--- src/rtl/upsample2x_streamer_pkg.sv ---
// Shared constants for the U-Net accelerator blocks: pixel/dimension widths,
// upsampler FSM state encoding and a dimension clamp helper.
package upsample2x_streamer_pkg;

   localparam int PIX_W = 8;
   localparam int DIM_W = 8;

   typedef logic [PIX_W-1:0] pixel_t;
   typedef logic [DIM_W-1:0] dim_t;

   localparam logic [1:0] ST_IDLE  = 2'd0;
   localparam logic [1:0] ST_ROW_A = 2'd1;
   localparam logic [1:0] ST_ROW_B = 2'd2;
   localparam logic [1:0] ST_DONE  = 2'd3;

   function automatic dim_t clamp_dim(input dim_t value, input dim_t limit);
      return (value > limit) ? limit : value;
   endfunction

endpackage

--- src/rtl/upsample2x_streamer_if.sv ---
// Control, input-stream and output-stream signals of the 2x upsampler.
// master = the surrounding controller/source/sink, slave = the upsampler.
interface upsample2x_streamer_if;
   import upsample2x_streamer_pkg::*;

   logic   start;
   dim_t   stage_width;
   dim_t   stage_height;
   pixel_t pixel_in;
   logic   in_valid;
   logic   in_ready;
   pixel_t pixel_out;
   logic   out_valid;
   logic   out_ready;
   logic   out_last;
   logic   busy;
   logic   frame_done;

   modport master (
      output start, stage_width, stage_height, pixel_in, in_valid, out_ready,
      input  in_ready, pixel_out, out_valid, out_last, busy, frame_done
   );

   modport slave (
      input  start, stage_width, stage_height, pixel_in, in_valid, out_ready,
      output in_ready, pixel_out, out_valid, out_last, busy, frame_done
   );

endinterface

--- src/rtl/upsample2x_streamer_linebuf.sv ---
// Single-row line buffer: one synchronous write port, one combinational
// read port, so the replay row can be presented without a read bubble.
module upsample_linebuf
   import upsample2x_streamer_pkg::*;
#(
   parameter int DEPTH = 128,
   parameter int AW    = (DEPTH > 1) ? $clog2(DEPTH) : 1
) (
   input  logic          clk,
   input  logic          we,
   input  logic [AW-1:0] waddr,
   input  pixel_t        wdata,
   input  logic [AW-1:0] raddr,
   output pixel_t        rdata
);

   pixel_t mem [DEPTH];

   // NOTE: storage arrays take no reset; every entry is written in ROW_A
   // before ROW_B reads it, and a reset term would block RAM/array mapping.
   always_ff @(posedge clk) begin
      if (we) begin
         mem[waddr] <= wdata;
      end
   end

   assign rdata = mem[raddr];

endmodule

--- src/rtl/upsample2x_streamer.sv ---
// Nearest-neighbour 2x upsampler: each pixel is emitted twice, and each row is
// emitted live (ROW_A) and then replayed from the line buffer (ROW_B).
module upsample2x_streamer
   import upsample2x_streamer_pkg::*;
#(
   parameter int IMAGE_WIDTH  = 128,
   parameter int IMAGE_HEIGHT = 128
) (
   input logic                  clk,
   input logic                  rst_n,
   upsample2x_streamer_if.slave bus
);

   localparam int   COL_W = (IMAGE_WIDTH > 1) ? $clog2(IMAGE_WIDTH) : 1;
   localparam dim_t MAX_W = dim_t'(IMAGE_WIDTH);
   localparam dim_t MAX_H = dim_t'(IMAGE_HEIGHT);

   logic [1:0]       state;
   dim_t             width_q;
   dim_t             height_q;
   dim_t             row;
   logic [COL_W-1:0] col;
   logic             dup;
   pixel_t           pixel_q;
   logic             valid_q;
   logic             last_q;
   logic             done_q;

   pixel_t rd_pixel;
   logic   slot_free;
   logic   accept;
   logic   in_xfer;
   logic   last_col;
   logic   last_row;

   // NOTE: every signal is assigned on every pass through this block, so no
   // latch can be inferred.
   always_comb begin
      slot_free = !valid_q || bus.out_ready;
      accept    = (state == ST_ROW_A) && !dup && slot_free;
      in_xfer   = accept && bus.in_valid;
      last_col  = (dim_t'(col) == width_q - dim_t'(1));
      last_row  = (row == height_q - dim_t'(1));
   end

   upsample_linebuf #(
      .DEPTH (IMAGE_WIDTH),
      .AW    (COL_W)
   ) u_linebuf (
      .clk   (clk),
      .we    (in_xfer),
      .waddr (col),
      .wdata (bus.pixel_in),
      .raddr (col),
      .rdata (rd_pixel)
   );

   // NOTE: sequential state uses non-blocking assignments so every register
   // samples pre-edge values regardless of statement order.
   always_ff @(posedge clk or negedge rst_n) begin
      if (!rst_n) begin
         state    <= ST_IDLE;
         width_q  <= '0;
         height_q <= '0;
         row      <= '0;
         col      <= '0;
         dup      <= 1'b0;
         pixel_q  <= '0;
         valid_q  <= 1'b0;
         last_q   <= 1'b0;
         done_q   <= 1'b0;
      end else begin
         done_q <= 1'b0;
         case (state)
            ST_IDLE: begin
               if (bus.start && (bus.stage_width != '0) && (bus.stage_height != '0)) begin
                  width_q  <= clamp_dim(bus.stage_width, MAX_W);
                  height_q <= clamp_dim(bus.stage_height, MAX_H);
                  row      <= '0;
                  col      <= '0;
                  dup      <= 1'b0;
                  state    <= ST_ROW_A;
               end
            end

            ST_ROW_A, ST_ROW_B: begin
               if (slot_free) begin
                  if (dup) begin
                     // Second copy; the row/frame advance happens as it is
                     // presented, and the next state only moves once it drains.
                     valid_q <= 1'b1;
                     last_q  <= last_col;
                     dup     <= 1'b0;
                     if (last_col) begin
                        col <= '0;
                        if (state == ST_ROW_A) begin
                           state <= ST_ROW_B;
                        end else if (last_row) begin
                           state <= ST_DONE;
                        end else begin
                           row   <= row + dim_t'(1);
                           state <= ST_ROW_A;
                        end
                     end else begin
                        col <= col + COL_W'(1);
                     end
                  end else if (state == ST_ROW_B) begin
                     pixel_q <= rd_pixel;
                     valid_q <= 1'b1;
                     last_q  <= 1'b0;
                     dup     <= 1'b1;
                  end else if (bus.in_valid) begin
                     pixel_q <= bus.pixel_in;
                     valid_q <= 1'b1;
                     last_q  <= 1'b0;
                     dup     <= 1'b1;
                  end else begin
                     valid_q <= 1'b0;
                     last_q  <= 1'b0;
                  end
               end
            end

            ST_DONE: begin
               if (slot_free) begin
                  valid_q <= 1'b0;
                  last_q  <= 1'b0;
                  done_q  <= 1'b1;
                  state   <= ST_IDLE;
               end
            end

            default: state <= ST_IDLE;
         endcase
      end
   end

   assign bus.in_ready   = accept;
   assign bus.pixel_out  = pixel_q;
   assign bus.out_valid  = valid_q;
   assign bus.out_last   = last_q;
   assign bus.busy       = (state != ST_IDLE);
   assign bus.frame_done = done_q;

endmodule

--- src/flat_wrapper.sv ---
// flat-port wrapper written by rule: the top's interface ports become plain ports
module upsample2x_streamer_flat import upsample2x_streamer_pkg::*;
#(
   parameter int IMAGE_WIDTH  = 128,
   parameter int IMAGE_HEIGHT = 128
)
  (clk, rst_n, bus_start, bus_stage_width, bus_stage_height, bus_pixel_in, bus_in_valid, bus_out_ready, bus_in_ready, bus_pixel_out, bus_out_valid, bus_out_last, bus_busy, bus_frame_done);
  upsample2x_streamer_if bus_i ();
  input logic clk;
  input logic rst_n;
  input wire logic [$bits(bus_i.start)-1:0] bus_start;
  input wire logic [$bits(bus_i.stage_width)-1:0] bus_stage_width;
  input wire logic [$bits(bus_i.stage_height)-1:0] bus_stage_height;
  input wire logic [$bits(bus_i.pixel_in)-1:0] bus_pixel_in;
  input wire logic [$bits(bus_i.in_valid)-1:0] bus_in_valid;
  input wire logic [$bits(bus_i.out_ready)-1:0] bus_out_ready;
  output wire logic [$bits(bus_i.in_ready)-1:0] bus_in_ready;
  output wire logic [$bits(bus_i.pixel_out)-1:0] bus_pixel_out;
  output wire logic [$bits(bus_i.out_valid)-1:0] bus_out_valid;
  output wire logic [$bits(bus_i.out_last)-1:0] bus_out_last;
  output wire logic [$bits(bus_i.busy)-1:0] bus_busy;
  output wire logic [$bits(bus_i.frame_done)-1:0] bus_frame_done;
  assign bus_i.start = bus_start;
  assign bus_i.stage_width = bus_stage_width;
  assign bus_i.stage_height = bus_stage_height;
  assign bus_i.pixel_in = bus_pixel_in;
  assign bus_i.in_valid = bus_in_valid;
  assign bus_i.out_ready = bus_out_ready;
  assign bus_in_ready = bus_i.in_ready;
  assign bus_pixel_out = bus_i.pixel_out;
  assign bus_out_valid = bus_i.out_valid;
  assign bus_out_last = bus_i.out_last;
  assign bus_busy = bus_i.busy;
  assign bus_frame_done = bus_i.frame_done;
  upsample2x_streamer #(.IMAGE_WIDTH(IMAGE_WIDTH), .IMAGE_HEIGHT(IMAGE_HEIGHT)) u_core (.clk(clk), .rst_n(rst_n), .bus(bus_i));
endmodule
--- config.mk ---
export PLATFORM = sky130hd
export DESIGN_NAME = upsample2x_streamer_flat
export DESIGN_NICKNAME = d
export VERILOG_FILES = /design/src/rtl/upsample2x_streamer_pkg.sv /design/src/rtl/upsample2x_streamer_if.sv /design/src/rtl/upsample2x_streamer_linebuf.sv /design/src/rtl/upsample2x_streamer.sv /design/src/flat_wrapper.sv
export SDC_FILE = /design/constraint.sdc
export NUM_CORES = 1
export LEC_CHECK = 0
export CORE_MARGIN = 2
export CORE_UTILIZATION = 30
export DETAILED_ROUTE_END_ITERATION = 10
export PLACE_DENSITY = 0.52
export SETUP_SLACK_MARGIN = 0.1
export SLEW_MARGIN = 20
export SYNTH_ARGS = -nofsm -noshare
export SYNTH_HDL_FRONTEND = slang
export SYNTH_HIERARCHICAL = 1
export SYNTH_SLANG_ARGS = --single-unit
--- constraint.sdc ---
create_clock -name clk -period 4.4 [get_ports clk]
set_clock_uncertainty 0.1 [all_clocks]
set_input_delay 0.88 -clock clk [delete_from_list [all_inputs] [get_ports clk]]
set_output_delay 0.88 -clock clk [all_outputs]
set_load 0.05 [all_outputs]
Word level (Yosys, flattened, before mapping)
Memory sizes are Yosys's and may differ from the RTL's. A register that Yosys moved wholly into a read port is not among the register bits.
Index checks and enable logic that the tools add are counted.
{ "classes": {"addsub": 4, "n_reduce_logical": 24, "muxes": 39, "n_bitwise": 1, "magnitude_cmp": 2, "eq_ne": 12} }
{ "ops": {"columns": ["op", "n"], "rows": [
  ["8-bit two-way mux", 8],
  ["7-bit two-way mux", 4],
  ["8-bit > comparator (second input constant)", 2],
  ["8-bit one-hot mux with 2 select lines", 1],
  ["8-bit nonzero test", 2],
  ["8-bit by 1-bit subtractor with 8-bit output (second input constant)", 2],
  ["1-bit two-way mux", 14],
  ["2-bit two-way mux", 7],
  ["7-bit one-hot mux with 2 select lines", 1],
  ["2-bit by 1-bit != test with 1-bit output (second input constant)", 5],
  ["8-bit by 1-bit adder with 8-bit output (second input constant)", 1],
  ["7-bit by 8-bit equality test with 1-bit output", 1],
  ["8-bit equality test", 1],
  ["4-bit AND reduction", 2],
  ["2-bit nonzero test", 4],
  ["7-bit by 1-bit adder with 7-bit output (second input constant)", 1],
  ["7-bit AND reduction", 1],
  ["1-bit one-hot mux with 2 select lines", 3],
  ["2-bit one-hot mux with 3 select lines", 1],
  ["3-bit AND reduction", 2],
  ["1-bit logical AND", 5],
  ["5-bit AND reduction", 1],
  ["2-bit equality test (second input constant)", 2],
  ["2-bit != test (second input constant)", 2],
  ["7 further kinds", 9]
]} }
{ "totals": {"output_inout_bits": 13, "ram_bits": 1024, "n_memories": 1, "in_bits": 29, "register_bits": 37} }
{ "mem_list": {"columns": ["memory", "words", "width", "read_ports", "rd_clocked_by_memory_dff", "wr", "line_no", "rtl"], "rows": [
  ["u_core.u_linebuf.mem", 128, 8, 1, 1, 1, "upsample2x_streamer_linebuf.sv:17", "pixel_t mem [DEPTH];"]
]} }

Depth between registers and ports, before layout
Gate-level depths: netlist of the first run.
{ "depth": {"ltp_word": 8, "ltp_mapped": 10, "mapped_depth_nobuf": 9} }

Modules after synthesis
The synthesis of the first run kept the hierarchy.
{ "by_module_without_submodules": {"columns": ["module", "cells_each", "area_each_um2", "seq_area_each_um2", "instances"], "rows": [
  ["upsample_linebuf", 1627, 39505.4, 30749.5, 1],
  ["upsample2x_streamer", 316, 2834.0, 1126.1, 1]
]} }

Worst setup path before layout of the first run
Ideal clock, no wire load.
{ "synth_timing": {"path_kind": "input-to-reg", "start": "input port bus_out_ready", "end": "memory u_core/u_linebuf/mem[30][0] in the netlist's numbering, enable pin", "setup_ns": 0.370, "setup_slack_ns": 0.161, "arrival_ns": 3.769, "stages": 9, "n_path_buf": 3, "cell_sequence": "nor2b_1 -> clkbuf_1 -> nor3b_1 -> and2_1 -> clkbuf_1 -> nor2b_1 -> nand3_1 -> clkbuf_1 -> nor2_1"} }
{ "synth_between": {"elab_chain_len": 5} }
{ "synth_rtl": {"columns": ["element", "line_no", "rtl"], "rows": [
  ["start: declaration", "flat_wrapper.sv:16", "input wire logic [$bits(bus_i.out_ready)-1:0] bus_out_ready;"],
  ["1-bit logical OR", "upsample2x_streamer.sv:39", "slot_free = !valid_q || bus.out_ready;"],
  ["1-bit logical AND", "upsample2x_streamer.sv:40", "accept = (state == ST_ROW_A) && !dup && slot_free;"],
  ["named net bus_in_ready", "flat_wrapper.sv:17", "output wire logic [$bits(bus_i.in_ready)-1:0] bus_in_ready;"],
  ["1-bit logical AND", "upsample2x_streamer.sv:41", "in_xfer = accept && bus.in_valid;"],
  ["named net u_core.in_xfer", "upsample2x_streamer.sv:32", "logic in_xfer;"],
  ["1-bit two-way mux", "upsample2x_streamer_linebuf.sv:22", "if (we) begin"],
  ["1-bit two-way mux (not written as such)", "upsample2x_streamer_linebuf.sv:23", "mem[waddr] <= wdata;"],
  ["end: declaration", "upsample2x_streamer_linebuf.sv:17", null]
]} }
The timed path passes the listed nets, and every way through them passes these cells.

==> results.toml, run 1 <==
[clock_tree]
post_cts_buffers = 0
ctsHoldBuffers = 0
htree_levels = 3
cts_resized = 0
numCtsBuffers = 108
clkSlewWorstSetupHoldPaths_ns = 0.06
clk_latency_ns = 0.71
clock_sinks = 1069
clk_path_buf_depth = 3
cts_root_buf = "clkbuf_16"
tritoncts = "built"

[sta]
post-route-period-util_pct = 86.71
hold_ws_ns = 0.09918
setup_viol = 0
period_minus_slack_ns = 3.815
slew_violations = 0
grt_setup_unrepaired = "false"
hold_viol = 0
fin_ws_ns = 0.5847
fmax_mhz = 262.1
tightest_slew_ns = 1.075
slew_headroom_pct = 28.34
fin_setup_tns_ns = 0

[drt]
first_pass_iters = 7
drc = 0
drtIter0Drc = 1893
postRouteAntennaNets = 0
vias_per_cell = 4.912
wl_per_cell_um = 24.43
num_vias = 20390
wl_um = 101400

[critical_path]
critPathRequiredTime_ns = 4.84
rr_startpoint = "u_core/col[0]$_DFFE_PN0P_"
cp-start-kind = "flip-flop"
cp-end-kind = "flip-flop"
r2r_cells = 8
r2r-end = "u_core/bus.pixel_out[2]$_DFFE_PN0P_"
regToRegSetupSlack_ns = 0.58
cp_data_arrival_time_ns = 4.26
cp_max_fo = 20
cp-endpoint = "u_core/bus.pixel_out[2]$_DFFE_PN0P_"
crit_start = "u_core/col[0]$_DFFE_PN0P_"
critical_path_class = "reg2reg"

[finish]
syn2layout_area_growth_pct = 17.82
final_nets = 2225
antenna_cells = 0
final_cell_mix = "1,024 x edfxtp_1, 336 x mux4_2, 185 x buf_4, 139 x nor2_1, 109 x clkbuf_16"
layout_commonest_cell = "edfxtp_1"
drive_above_1_share_pct = 31.74
stdcell_count = 4151
final_core_util_pct = 35.66
fillers = 12900

[synth]
ys_seq_area_share_pct = 75.29
synth_top_cell_by_area = "edfxtp_1"
ys_ff_latch = 1069
ys_warn_count = 6
synth_flop_cell = "edfxtp_1"
synth_cells = 1943
ys_async_sr_fraction_pct = 4.210
yosys-top-cells-area = "edfxtp_1 73%, mux4_2 18%, dfrtp_1 2.7%"
synth_area_um2 = 42340
synth_edf_count = 1024
synth_top_area_share_pct = 72.63
synth.avg_cell_area_um2 = 21.79
ys_types = 58
syn_nets = 1981

[floorplanning]
fp.dieH_um = 379.7
fp.dieW_um = 379.7
core_um2 = 139900
start_util_pct = 30.27
dieArea_um2 = 144200
fp-row-count = 137
pin_count = 42

[worst_hold_path]
hp-class = "in2async"

[placement]
routabilityCongestion = 0.7970
dpl.cell_count = 3953
hpwlAfterDp_um = 63870
post-place-ws_ns = 0.5636
numPortBuffers = 41

[global_routing]
grt_start_max_net_pins = 83
gr-total-overflow = 0
grt_antenna_before_repair = 5
grt_use_total_pct = 14.00
grt_pass1_wl_um = 149800
grt_pass1_vias = 21210

[pwr]
leakagePower_nw = 15.64
vdd_drop_max_uv = 361.4
p_per_area_nw_per_um2 = 524.3

[run_status]
outcome = "finished clean"

[job]
cap_viol_max_count = 0
cell families after synthesis:
group	synth area share (%)
flip-flops	75.29
multiplexers	18.43
AND/OR/NAND/NOR	3.322
buffers and inverters	1.206
AO/OA/AOI/OAI	1.203
XOR/XNOR	0.2896
adder cells (fa/ha/maj)	0.2660
metrics by stage:
step	instance area (um^2)	total power (W)
6_report	49880	0.02615
5_1_grt	49880	0.02706
4_1_cts	49880	0.02651
3_5_place_dp	46350	0.01729
3_3_place_gp	46350	0.01728
2_1_floorplan	42340	0.01516
cell type report:
class / count / area [um^2] / area share [%]
clock buffer: 126 / 2791 / 5.596
tap: 1876 / 2347 / 4.705
inverter: 14 / 52.55 / 0.1053
sequential: 1069 / 31890 / 63.93
timing repair buffer: 237 / 2110 / 4.229
multi-input combinational: 757 / 9953 / 19.95
clock inverter: 72 / 739.5 / 1.482
sequential cells by signal, indices dropped and copies added (netlist names):
name,cells
u_core/u_linebuf/mem,1024
u_core/width_q,8
u_core/bus.frame_done,1
u_core/bus.pixel_out,8
u_core/bus.out_last,1
u_core/col,7
u_core/row,8
u_core/bus.out_valid,1
u_core/height_q,8
u_core/state,2
u_core/dup,1
how the worst min path moves through the flow:
stage                                        start                                  end  cells after the start
3_5_place_dp   u_core/bus.pixel_out[4]$_DFFE_PN0P_  u_core/bus.pixel_out[4]$_DFFE_PN0P_                      2
2_1_floorplan            u_core/row[7]$_DFFE_PN0P_            u_core/row[7]$_DFFE_PN0P_                      1
6_report                                     rst_n     u_core/bus.out_valid$_DFFE_PN0P_                      1
3_3_place_gp             u_core/row[7]$_DFFE_PN0P_            u_core/row[7]$_DFFE_PN0P_                      1
5_1_grt                                      rst_n      u_core/bus.frame_done$_DFF_PN0_                      1
4_1_cts                                      rst_n          u_core/state[1]$_DFFE_PN0P_                      1
cell usage after synthesis, drive strengths merged (3+ instances only):
| cell type | count |
|---|---|
| edfxtp | 1024 |
| mux4 | 336 |
| nor2 | 139 |
| clkbuf | 57 |
| buf | 46 |
| dfrtp | 45 |
| nand2 | 45 |
| nand3 | 27 |
| o21ai | 24 |
| nand2b | 23 |
| a21oi | 16 |
| nor3 | 16 |
| inv | 14 |
| nor2b | 14 |
| mux2 | 12 |
| xnor2 | 11 |
| mux2i | 10 |
| ha | 9 |
| o211ai | 7 |
| or4 | 7 |
| a22o | 6 |
| nand4 | 5 |
| nor4 | 5 |
| nand3b | 4 |
| o31ai | 4 |
| a31oi | 3 |
| and2 | 3 |
| and3 | 3 |
| xor2 | 3 |
routing by layer:
metal | GRT usage (%) | up-vias | share of wire [%]
met1 | 19.60 | 11040 | 44
met5 | 0 | - | 0.0069
met2 | 22.71 | 584 | 49
met4 | 3.946 | 2 | 2.1
met3 | 2.143 | 133 | 5.3
li1 | - | 8632 | -
critical path, cell delays in order (launching register included):
cell	delay, ns
dfrtp_4	0.75
buf_12	0.29
buf_12	0.23
mux4_2	0.58
mux4_2	0.58
mux4_2	0.49
mux2_2	0.31
mux2i_1	0.20
a21oi_1	0.10
report_power, final:
| group | switching (W) | internal [W] | total, W |
|---|---|---|---|
| Combinational | 0.00288 | 0.00267 | 0.00555 |
| Sequential | 0.000228 | 0.0112 | 0.0114 |
| Clock | 0.00383 | 0.00535 | 0.00917 |
| Total | 0.00694 | 0.0192 | 0.0262 |
No activity file was read; power rests on OpenSTA's default activity.
==> run 2, diff against run 1 <==
--- a/config.mk
+++ b/config.mk
@@ -6,9 +6,9 @@
 export NUM_CORES = 1
 export LEC_CHECK = 0
 export CORE_MARGIN = 2
-export CORE_UTILIZATION = 30
+export CORE_UTILIZATION = 45
 export DETAILED_ROUTE_END_ITERATION = 10
-export PLACE_DENSITY = 0.52
+export PLACE_DENSITY = 0.68
 export SETUP_SLACK_MARGIN = 0.1
 export SLEW_MARGIN = 20
 export SYNTH_ARGS = -nofsm -noshare
==> run 2 against run 1 <==
Compared with the run above: non-clock buffer count down 18; largest cell class unchanged; first-iteration DRC count grew 20%; routed wire length decreased by 6.0%; sequential power about the same; cell area is 1.9% lower; setup slack worse by 0.010 ns; critical endpoint is now u_core/bus.pixel_out[5]$_DFFE_PN0P_; utilization rose by 17 points; final cell count shrank 15%; sequential share of layout area grew 1.2 points.
==> results.toml, run 2 (synthesis results as in run 1) <==
[run_status]
outcome = "finished clean"

[clock_tree]
numCtsBuffers = 107
cts_root_buf = "clkbuf_16"
clkSlewWorstSetupHoldPaths_ns = 0.06
post_cts_buffers = 0
cts_resized = 0
clock_sinks = 1069
clk_latency_ns = 0.69
clk_path_buf_depth = 3
tritoncts = "built"
htree_levels = 3
ctsHoldBuffers = 0

[finish]
multi_input_area_um2 = 9953
layout_commonest_cell = "edfxtp_1"
fillers = 7106
drive_above_1_share_pct = 31.18
seqCellArea_um2 = 31890
largest_register_ffs = 1024
final_core_util_pct = 52.45
syn2layout_area_growth_pct = 15.62
largest-register = "u_core/u_linebuf/mem"
final_nets = 2206
final_cell_mix = "1,024 x edfxtp_1, 336 x mux4_2, 172 x buf_4, 139 x nor2_1, 107 x clkbuf_16"

[sta]
hold_viol = 0
tightest_slew_ns = 1.110
period_minus_slack_ns = 3.826
grt_setup_unrepaired = "false"
fin_setup_tns_ns = 0
setup_viol = 0
slew_headroom_pct = 25.99
fmax_mhz = 261.4
slew_violations = 0
post-route-period-util_pct = 86.94

[drt]
wl_met2_um = 46670
drc = 0
first_pass_iters = 7
vias_per_cell = 5.873
postRouteAntennaNets = 0
met1_length_um = 38360
top_layer_used = "met5"
num_vias = 20610
routed-wl-met3_um = 7787
wl_per_cell_um = 27.16
drtIter0Drc = 2264
wl_um = 95330

[critical_path]
r2r-end = "u_core/bus.pixel_out[5]$_DFFE_PN0P_"
critical_path_class = "reg2reg"
crit_chain = "buf_12, mux4_2, mux4_2, mux4_2, mux2_2, mux2i_1, a21oi_1"
cp_max_fo = 42
rr_startpoint = "u_core/col[0]$_DFFE_PN0P_"
critPathRequiredTime_ns = 4.83
cpMostUsedCell = "mux4_2"
max_stage_delay_ns = 0.86
cp-end-kind = "flip-flop"
cp_slowest_cell = "dfrtp_4"
cp-start-kind = "flip-flop"
r2r_cells = 7
regToRegSetupSlack_ns = 0.57
cp_data_arrival_time_ns = 4.26

[global_routing]
grt_pass1_wl_um = 142900
grt_pass1_vias = 21310
grt_start_max_net_pins = 87
grt_antenna_before_repair = 5
grt_use_total_pct = 19.90
gr-total-overflow = 0

[floorplanning]
fp.dieH_um = 310.7
pin_count = 42
dieArea_um2 = 96560
fp-row-count = 112
start_util_pct = 45.37
fp.dieW_um = 310.7
core_um2 = 93330

[placement]
routabilityCongestion = 0.8073
numPortBuffers = 41
hpwlAfterDp_um = 59850

[pwr]
switching_share_pct = 26.29
p_switching_w = 0.006837
p_per_area_nw_per_um2 = 531.2
leakagePower_nw = 15.53
p_clk_share_pct = 35.2
p_comb_share_pct = 20.2
p_int_w = 0.01916
vdd_drop_max_uv = 316.3
seqPwrFrac_pct = 44.6

[worst_hold_path]
hp-class = "in2async"

[job]
cap_viol_max_count = 0
==> run 2: cell count changes in the layout (fill, tap and decap cells not counted), sizes merged <==
cell	before	now
diode	0	1
clkbuf	126	119
clkinv	46	51
buf	205	187
==> run 2: worst max path at each step <==
stage,from,end,depth (start not counted)
finish,u_core/col[0]$_DFFE_PN0P_,u_core/bus.pixel_out[5]$_DFFE_PN0P_,7
global route,u_core/col[0]$_DFFE_PN0P_,u_core/bus.pixel_out[5]$_DFFE_PN0P_,7
CTS,u_core/col[0]$_DFFE_PN0P_,u_core/bus.pixel_out[5]$_DFFE_PN0P_,7
detailed placement,u_core/col[0]$_DFFE_PN0P_,u_core/bus.pixel_out[5]$_DFFE_PN0P_,7
global placement,u_core/col[0]$_DFFE_PN0P_,u_core/bus.pixel_out[5]$_DFFE_PN0P_,7
floorplan,bus_out_ready,u_core/u_linebuf/mem[30][0]$_DFFE_PP_,9
==> run 2: area by class of cell <==
| class | count | share of cell area (%) |
|---|---|---|
| Tap cell | 1254 | 3.205 |
| Inverter | 14 | 0.1074 |
| Antenna cell | 1 | 0.005112 |
| Clock inverter | 77 | 1.736 |
| Sequential cell | 1069 | 65.15 |
| Multi-Input combinational cell | 757 | 20.33 |
| Clock buffer | 119 | 5.562 |
| Timing Repair Buffer | 219 | 3.906 |
==> run 2: layer usage <==
metal  track usage [%]  vias to the layer above
li1                  -                     8574
met1             27.66                    10990
met2             32.09                      880
met3             4.006                      162
met4             6.017                        4
met5                 0                        -
==> run 2: power groups by stage <==
stage / logic [W] / clock network [W] / registers [W]
6_report: 0.00525 / 0.00915 / 0.0116
3_3_place_gp: 0.00522 / 0 / 0.0118
4_1_cts: 0.00530 / 0.00932 / 0.0116
3_5_place_dp: 0.00527 / 0 / 0.0118
5_1_grt: 0.00551 / 0.00971 / 0.0116
2_1_floorplan: 0.00356 / 0 / 0.0116
==> run 2: stage by stage <==
| stage | setup slack, ns | power (W) | cell area [um^2] | instances | hold WS, ns |
|---|---|---|---|---|---|
| final | 0.5745 | 0.02600 | 48950 | 3510 | 0.1075 |
| after detailed placement | 0.6227 | 0.01707 | 45370 | 3313 | 0.4047 |
| after global routing | 0.3956 | 0.02684 | 48950 | 3509 | 0.1338 |
| after CTS | 0.5621 | 0.02622 | 48950 | 3509 | 0.3004 |
| after floorplan | 0.1607 | 0.01516 | 42340 | 1943 | 0.3697 |
| after global placement | 0.6558 | 0.01702 | 45370 | 3313 | 0.3895 |
==> run 2: critical path: cells and delay by family, from the launching register on <==
family,cells,cell delay [ns]
buffers and inverters,1,0.40
DFF,1,0.86
AOI/OAI and AO/OA,1,0.11
muxes,5,2.10
==> run 3, diff against run 2 <==
--- a/config.mk
+++ b/config.mk
@@ -9,6 +9,7 @@
 export CORE_UTILIZATION = 45
 export DETAILED_ROUTE_END_ITERATION = 10
 export PLACE_DENSITY = 0.68
+export REMOVE_ABC_BUFFERS = 1
 export SETUP_SLACK_MARGIN = 0.1
 export SLEW_MARGIN = 20
 export SYNTH_ARGS = -nofsm -noshare
==> run 3 against run 2 <==
Compared with the run above: sequential cell count stayed put; fmax hardly changed; clock power is 4.0% lower; setup slack better by 0.00068 ns; critical path type unchanged; die area stayed put; global-route usage is 0.30 points lower; register-to-register slack hardly changed; largest power group unchanged; non-clock buffer count is 14 higher; critical endpoint is now u_core/bus.pixel_out[3]$_DFFE_PN0P_; combinational power is 1% higher.
==> results.toml, run 3 (synthesis results as in run 1) <==
[run_status]
outcome = "finished clean"

[floorplanning]
core_um2 = 93330
start_util_pct = 45.37
fp.dieW_um = 310.7
fp-row-count = 112
fp.dieH_um = 310.7
pin_count = 42
dieArea_um2 = 96560

[critical_path]
critical_path_class = "reg2reg"
cp_data_arrival_time_ns = 4.26
cp-start-kind = "flip-flop"
cpMostUsedCell = "mux4_2"
max_stage_delay_ns = 0.94
cp-end-kind = "flip-flop"
r2r-end = "u_core/bus.pixel_out[3]$_DFFE_PN0P_"
critPathRequiredTime_ns = 4.83
regToRegSetupSlack_ns = 0.58
crit_start = "u_core/col[0]$_DFFE_PN0P_"
rr_startpoint = "u_core/col[0]$_DFFE_PN0P_"
cp_max_fo = 31
crit_chain = "buf_4, mux4_2, mux4_2, mux4_2, mux2_2, mux2i_1, a21oi_1"
r2r_cells = 7
cp_slowest_cell = "dfrtp_4"

[global_routing]
grt_antenna_before_repair = 4
grt_start_max_net_pins = 92
gr-total-overflow = 0
grt_use_total_pct = 19.60
grt_pass1_wl_um = 140300
grt_pass1_vias = 20840

[pwr]
vdd_drop_max_uv = 303.3
leakagePower_nw = 15.54
p_per_area_nw_per_um2 = 524.5
finalPower_w = 0.02563

[clock_tree]
ctsHoldBuffers = 0
cts_resized = 0
clk_latency_ns = 0.68
tritoncts = "built"
cts_root_buf = "clkbuf_16"
post_cts_buffers = 0
clkSlewWorstSetupHoldPaths_ns = 0.06
clk_path_buf_depth = 3
numCtsBuffers = 105
clock_sinks = 1069
htree_levels = 3

[sta]
grt_setup_unrepaired = "false"
fin_ws_ns = 0.5751
fin_setup_tns_ns = 0
setup_viol = 0
fmax_mhz = 261.4
tightest_slew_ns = 1.039
slew_headroom_pct = 30.74
hold_viol = 0
post-route-period-util_pct = 86.93
period_minus_slack_ns = 3.825
slew_violations = 0
hold_ws_ns = 0.09932

[placement]
routabilityCongestion = 0.8406
hpwlAfterDp_um = 58100
post-place-ws_ns = 0.5465
numPortBuffers = 41

[finish]
final_cell_mix = "1,024 x edfxtp_1, 336 x mux4_2, 184 x buf_4, 139 x nor2_1, 106 x clkbuf_16"
syn2layout_area_growth_pct = 15.43
final_core_util_pct = 52.37
largest_register_ffs = 1024
largest-register = "u_core/u_linebuf/mem"
layout_commonest_cell = "edfxtp_1"
drive_above_1_share_pct = 31.36
final_nets = 2218

[drt]
drtIter0Drc = 2313
wl_per_cell_um = 26.68
postRouteAntennaNets = 0
vias_per_cell = 5.846
wl_um = 93790
first_pass_iters = 5
num_vias = 20560
drc = 0

[worst_hold_path]
hp-class = "in2async"

[job]
cap_viol_max_count = 0
run 3: area by class of cell:
class	count	area, um^2
fillers	7118	44460
flip-flops and latches	1069	31890
multi-input cells	757	9953
clock buffers	125	2724
repair buffers	233	2033
well taps	1254	1569
clock inverters	63	648.1
inverters	14	52.55
diodes	1	2.502
run 3: metal layers:
layer,global-route usage [%],share of wire [%],vias to the layer above
li1,-,-,8598
met1,27.76,41,11000
met4,6.291,2.6,4
met5,0,0.027,-
met2,31.33,49,830
met3,3.352,7.3,122
run 3: worst max path at each step:
stage,slack [ns],end
6_report,0.58,u_core/bus.pixel_out[3]$_DFFE_PN0P_
3_5_place_dp,0.55,u_core/bus.pixel_out[3]$_DFFE_PN0P_
5_1_grt,0.42,u_core/bus.pixel_out[7]$_DFFE_PN0P_
2_1_floorplan,-9.70,u_core/u_linebuf/mem[93][0]$_DFFE_PP_
4_1_cts,0.53,u_core/bus.pixel_out[3]$_DFFE_PN0P_
3_3_place_gp,0.60,u_core/bus.pixel_out[3]$_DFFE_PN0P_
run 3: where the power goes:
part           switching, W  leakage (nW)  internal (W)
sequential         0.000349          9.77        0.0112
combinational       0.00262          4.13       0.00267
clock               0.00367          1.65       0.00511
total               0.00665          15.5        0.0190
run 3: worst max-delay path, delay by kind of cell (launching register included):
kind	cells	cell delay, ns
buffers and inverters	1	0.44
AO/OA/AOI/OAI	1	0.10
flip-flops	1	0.94
multiplexers	5	2.09
run 3: metrics by stage:
stage / area [um^2] / std cells
6_report: 48870 / 3516
5_1_grt: 48870 / 3515
4_1_cts: 48860 / 3515
3_5_place_dp: 45490 / 3327
3_3_place_gp: 45490 / 3327
2_1_floorplan: 41880 / 1840
